--- src/rtl/fetch_ctrl_pkg.sv ---
// Shared constants and types for the multicycle fetch/sequencing stage.
package fetch_ctrl_pkg;
   localparam int STAT_W = 4;
   localparam int DATA_W = 16;

   // Bit positions of each phase inside the one-hot stat vector.
   localparam int IF = 0;
   localparam int ID = 1;
   localparam int EX = 2;
   localparam int WB = 3;

   localparam logic [STAT_W-1:0] STAT_IDLE = 4'b0000;
   localparam logic [STAT_W-1:0] STAT_WB   = 4'b1000;

   localparam logic [3:0] OP_BNEQ = 4'hA;
   localparam logic [3:0] OP_HALT = 4'hF;

   // State encoding is the stat vector itself, so stat needs no decode.
   typedef enum logic [STAT_W-1:0] {
      S_IDLE = 4'b0000,
      S_IF   = 4'b0001,
      S_ID   = 4'b0010,
      S_EX   = 4'b0100,
      S_WB   = 4'b1000
   } state_e;

   // Sign-extend an 8-bit branch offset to the PC width.
   function automatic logic [DATA_W-1:0] sext8(input logic [7:0] v);
      return {{(DATA_W-8){v[7]}}, v};
   endfunction
endpackage

--- src/rtl/fetch_ctrl_if.sv ---
// Instruction-memory read port. Handshake: the master holds imem_req and
// imem_addr steady until the cycle in which the slave raises imem_ack; that
// cycle transfers imem_rdata. imem_ack while imem_req is low is ignored.
interface fetch_ctrl_if;
   import fetch_ctrl_pkg::*;

   logic              imem_req;
   logic [DATA_W-1:0] imem_addr;
   logic              imem_ack;
   logic [DATA_W-1:0] imem_rdata;

   modport master (output imem_req, output imem_addr, input imem_ack, input imem_rdata);
   modport slave  (input imem_req, input imem_addr, output imem_ack, output imem_rdata);
endinterface

--- src/rtl/fetch_ctrl_stat_seq.sv ---
// Phase sequencer: IDLE -> IF (wait for ack) -> ID -> EX -> WB -> IF or IDLE.
module fetch_ctrl_stat_seq
   import fetch_ctrl_pkg::*;
(
   input  logic              clk,
   input  logic              rst_n,
   input  logic              start,
   input  logic              ack,
   input  logic              halt,
   output logic [STAT_W-1:0] stat
);
   state_e state_q, state_d;

   // Next-phase selection; ack only matters in IF, halt only in WB.
   always_comb begin
      state_d = state_q;
      unique case (state_q)
         S_IDLE:  if (start) state_d = S_IF;
         S_IF:    if (ack) state_d = S_ID;
         S_ID:    state_d = S_EX;
         S_EX:    state_d = S_WB;
         S_WB:    state_d = halt ? S_IDLE : S_IF;
         default: state_d = S_IDLE;
      endcase
   end

   // Phase register; reset parks the stage in IDLE immediately.
   always_ff @(posedge clk or negedge rst_n) begin
      if (!rst_n) state_q <= S_IDLE;
      else        state_q <= state_d;
   end

   assign stat = state_q;
endmodule

--- src/rtl/fetch_ctrl.sv ---
// Fetch stage: issues imem reads in IF, holds the instruction register,
// resolves BNEQ in EX and presents the PC offset to the PC adder in WB.
module fetch_ctrl
   import fetch_ctrl_pkg::*;
(
   input  logic              clk,
   input  logic              rst_n,
   input  logic              start,
   output logic [STAT_W-1:0] stat,
   input  logic [DATA_W-1:0] inst_addr,
   fetch_ctrl_if.master      imem,
   output logic [DATA_W-1:0] inst,
   input  logic              eq_flag,
   output logic [DATA_W-1:0] imm_bneq,
   output logic              halted
);
   logic [DATA_W-1:0] inst_q, inst_d;
   logic              taken_q, taken_d;
   logic              halted_q, halted_d;
   logic              fetch_hit;
   logic              is_halt;
   logic              is_bneq;

   assign fetch_hit = stat[IF] && imem.imem_ack;
   assign is_halt   = (inst_q[15:12] == OP_HALT);
   assign is_bneq   = (inst_q[15:12] == OP_BNEQ);

   fetch_ctrl_stat_seq u_stat_seq (
      .clk   (clk),
      .rst_n (rst_n),
      .start (start),
      .ack   (imem.imem_ack),
      .halt  (is_halt),
      .stat  (stat)
   );

   // Next values for the instruction register, branch latch and halt flag.
   always_comb begin
      inst_d   = inst_q;
      taken_d  = taken_q;
      halted_d = halted_q;
      if (fetch_hit) inst_d = imem.imem_rdata;
      if (stat[EX])  taken_d = is_bneq && !eq_flag;
      if ((stat == STAT_IDLE) && start) halted_d = 1'b0;
      else if (stat[WB] && is_halt)     halted_d = 1'b1;
   end

   // Datapath state registers.
   always_ff @(posedge clk or negedge rst_n) begin
      if (!rst_n) begin
         inst_q   <= '0;
         taken_q  <= 1'b0;
         halted_q <= 1'b0;
      end else begin
         inst_q   <= inst_d;
         taken_q  <= taken_d;
         halted_q <= halted_d;
      end
   end

   // Outputs decode only registered state, never imem_ack or eq_flag.
   assign imem.imem_req  = stat[IF];
   assign imem.imem_addr = stat[IF] ? inst_addr : '0;
   assign imm_bneq       = (stat[WB] && taken_q) ? sext8(inst_q[7:0]) : '0;
   assign inst           = inst_q;
   assign halted         = halted_q;
endmodule

--- src/flat_wrapper.sv ---
// flat-port wrapper written by rule: the top's interface ports become plain ports
module fetch_ctrl_flat import fetch_ctrl_pkg::*;
  (clk, rst_n, start, stat, inst_addr, inst, eq_flag, imm_bneq, halted, imem_imem_req, imem_imem_addr, imem_imem_ack, imem_imem_rdata);
  fetch_ctrl_if imem_i ();
  input  logic clk;
  input  logic rst_n;
  input  logic start;
  output logic [STAT_W-1:0] stat;
  input  logic [DATA_W-1:0] inst_addr;
  output logic [DATA_W-1:0] inst;
  input  logic eq_flag;
  output logic [DATA_W-1:0] imm_bneq;
  output logic halted;
  output wire logic [$bits(imem_i.imem_req)-1:0] imem_imem_req;
  output wire logic [$bits(imem_i.imem_addr)-1:0] imem_imem_addr;
  input wire logic [$bits(imem_i.imem_ack)-1:0] imem_imem_ack;
  input wire logic [$bits(imem_i.imem_rdata)-1:0] imem_imem_rdata;
  assign imem_imem_req = imem_i.imem_req;
  assign imem_imem_addr = imem_i.imem_addr;
  assign imem_i.imem_ack = imem_imem_ack;
  assign imem_i.imem_rdata = imem_imem_rdata;
  fetch_ctrl u_core (.clk(clk), .rst_n(rst_n), .start(start), .stat(stat), .inst_addr(inst_addr), .imem(imem_i), .inst(inst), .eq_flag(eq_flag), .imm_bneq(imm_bneq), .halted(halted));
endmodule
--- config.mk ---
export PLATFORM = sky130hd
export DESIGN_NAME = fetch_ctrl_flat
export DESIGN_NICKNAME = d
export VERILOG_FILES = /design/src/rtl/fetch_ctrl_pkg.sv /design/src/rtl/fetch_ctrl_if.sv /design/src/rtl/fetch_ctrl_stat_seq.sv /design/src/rtl/fetch_ctrl.sv /design/src/flat_wrapper.sv
export SDC_FILE = /design/constraint.sdc
export NUM_CORES = 1
export LEC_CHECK = 0
export CELL_PAD_IN_SITES_DETAIL_PLACEMENT = 1
export CELL_PAD_IN_SITES_GLOBAL_PLACEMENT = 2
export CORE_MARGIN = 4
export CORE_UTILIZATION = 18
export DETAILED_ROUTE_END_ITERATION = 10
export HOLD_SLACK_MARGIN = 0.03
export PLACE_DENSITY_LB_ADDON = 0.1
export SLEW_MARGIN = 25
export SYNTH_ARGS = -nofsm -noshare
export SYNTH_HDL_FRONTEND = slang
export SYNTH_SLANG_ARGS = --single-unit
--- constraint.sdc ---
create_clock -name clk -period 3.05 [get_ports clk]
set_input_delay 0.61 -clock clk [delete_from_list [all_inputs] [get_ports clk]]
set_output_delay 0.61 -clock clk [all_outputs]
set_load 0.01 [all_outputs]
==> impl_metrics.csv <==
group,metric,value,unit
status,status,"completed",
place,io_buffer_count,90,
grt,track_usage,9.88,%
grt,grt_max_degree,25,
cells_and_area,fin_nets,214,
cells_and_area,drive_gt1_share,14.2,%
setup_path,worstSetupEndpointType,"output pin",
setup_path,cp-start-kind,"flip-flop",
floorplan,die_area,7300,µm²
drt,firstDrtPassIters,2,
setup_path,critical_path_class,"reg -> out",
place,placed_cells,244,
cells_and_area,diodes,0,
timing,period_share,77.9,%
synthesis,syn-cell-area,1080,µm²
grt,grt_overflow,0,
grt,grt_pass1_vias,1100,
clock_tree,cts_buffers,3,
min_path,hold_depth,1,
pwr,ir_drop,0.000321,V
cells_and_area,areaGrowthSynthToFinish,90.5,%
clock_tree,cts_tree,"done",
clock_tree,cts.clk_slew.worst_paths,0.08,ns
timing,rsz0062_at_grt,"false",
place,place.gp.congestion,0.783,
clock_tree,htreeDepth,1,
setup_path,critPathCapture,"imem_imem_addr[10]",
drt,drt_iter0_drc,11,
min_path,hp-class,"reg -> reg",
setup_path,r2r-start,"u_core.u_stat_seq.stat[0]",
synthesis,synth-seq-cells,22,
pwr,p_leak,0.839,nW
floorplan,ioPinCount,91,
synthesis,ys_warn_count,0,
floorplan,die_w,85.5,µm
timing,worst_slew_margin_rel,59.3,%
place,dp_slack,0.703,ns
drt,vias,1020,
synthesis,synth.net_count,130,
timing,drv_slew,0,
clock_tree,cts.sinks,22,
min_path,min_from,"u_core.halted",
setup_path,worstPathRequired,2.44,ns
cells_and_area,stdcell_count,248,
synthesis,ys_seq_area_share,51.0,%
drt,ant_nets,0,
clock_tree,clk_path_buf_depth,2,
drt,drt_wl_total,3590,µm
clock_tree,postCtsHoldBufs,0,
setup_path,reg2regPathDepth,2,
pwr,power_density,775,nW/µm²
timing,clock.fmax,421,MHz
drt,wl_per_cell,14.5,µm
drt,drc,0,
clock_tree,post_cts_resized,0,
grt,antenna_found_initial,0,
setup_path,worstPathMaxFanout,24,
floorplan,row_count,27,
clock_tree,cts_root_buffer,"clkbuf_8",
setup_path,rr_endpoint,"u_core.inst[8]",
synthesis,synth_cell_type_count,21,
timing,hold_viol_final,0,
synthesis,syn_avg_cell_area,11.6,µm²
clock_tree,postCtsSetupBuffers,0,
setup_path,ff2ff_setup_slack,1.36,ns
timing,worst_slew_pin_slew,0.611,ns
floorplan,die_h,85.5,µm
timing,fin_setup_tns,0,ns
floorplan,initial_core_util,19.0,%
job,cap_violations,0,
setup_path,cp-startpoint,"u_core.u_stat_seq.stat[0]",
timing,worst_slack,0.673,ns
drt,avgViaCountPerCell,4.11,
timing,timing.final.crit_period,2.38,ns
floorplan,core-area,5680,µm²
clock_tree,clkLatencyLatePin,0.26,ns
setup_path,worstPathArrival,1.77,ns
timing,setup_viol,0,
place,hpwl,2840,µm
grt,grt_pass1_wl,5720,µm
timing,fin_worst_skew,0.00345,ns
synthesis,syn-instance-count,93,
## area by class of cell
| cell class | instances | area (µm²) |
|---|---|---|
| Timing Repair Buffer | 92 | 916 |
| Clock buffer | 4 | 55.1 |
| Inverter | 1 | 3.75 |
| Multi-Input combinational cell | 57 | 442 |
| Sequential cell | 22 | 551 |
| Fill cell | 643 | 3620 |
| Tap cell | 72 | 90.1 |
## worst min path at each step
stage,end
after global routing,u_core.halted
final,u_core.halted
after floorplan,u_core.halted
after detailed placement,u_core.halted
after global placement,u_core.halted
after CTS,u_core.halted
## synthesized netlist by cell type
library cell / instances / area share (%)
inv_1: 1 / 0.35
nor2_1: 2 / 0.70
mux2_2: 17 / 18
nand2_1: 1 / 0.35
and2_1: 16 / 9.3
buf_2: 1 / 0.46
dfrtp_1: 22 / 51
buf_4: 9 / 6.3
nand2_2: 1 / 0.58
a21oi_1: 1 / 0.46
o22a_1: 1 / 0.81
nor3_1: 2 / 0.93
o21ai_0: 1 / 0.46
clkbuf_1: 3 / 1.0
nor2b_1: 1 / 0.58
nand3_1: 1 / 0.46
o211ai_1: 1 / 0.70
and3_1: 8 / 4.6
nor4b_1: 2 / 1.6
nor4_1: 1 / 0.58
or4_4: 1 / 1.0
## state kept, by name (all words and copies together) (netlist names)
register / cells
u_core.inst: 16
u_core.u_stat_seq.stat: 4
u_core.taken_q: 1
u_core.halted: 1
## report_power, final
| part | switching [mW] | internal, mW |
|---|---|---|
| sequential | 0.135 | 0.423 |
| combinational | 0.294 | 0.534 |
| clock | 0.0931 | 0.115 |
## cell families after synthesis
kind of cell | Yosys count | synth area share [%]
AO/OA/AOI/OAI | 4 | 2.43
buffers and inverters | 14 | 8.11
flip-flops | 22 | 51.0
multiplexers | 17 | 17.7
AND/OR/NAND/NOR | 36 | 20.7
## through the flow
step	cell area, µm²	power [mW]	utilization [%]	hold WS [ns]
after floorplan	1080	0.900	-	0.314
after global placement	2000	1.40	35.3	0.482
after detailed placement	2000	1.42	35.3	0.486
after CTS	2060	1.63	36.2	0.500
after global routing	2060	1.71	36.2	0.530
final	2060	1.59	36.2	0.494
## cell usage in the layout, fill, tap and decap left out
| cell | instances |
|---|---|
| a21oi_1 | 1 |
| and2_1 | 16 |
| and3_1 | 8 |
| buf_4 | 2 |
| clkbuf_8 | 4 |
| clkdlybuf4s50_1 | 90 |
| dfrtp_1 | 22 |
| inv_1 | 1 |
| mux2_2 | 17 |
| nand2_1 | 1 |
| nand2_2 | 1 |
| nand3_1 | 1 |
| nor2_1 | 2 |
| nor2b_1 | 1 |
| nor3_1 | 2 |
| nor4_1 | 1 |
| nor4b_1 | 2 |
| o211ai_1 | 1 |
| o21ai_0 | 1 |
| o22a_1 | 1 |
| or4_4 | 1 |
## critical path, cell delays in order (launching register included)
cell and delay, ns:
dfrtp_1 0.74, and2_1 0.21, clkdlybuf4s50_1 0.55
## routing by layer
layer	up-vias	GRT usage, %	wire length [µm]
met5	-	0	0
met4	0	3.02	23
met3	2	2.43	293
met2	57	16.9	1740
met1	485	12.1	1530
li1	476	-	-
(Power assumes the default switching activity.)
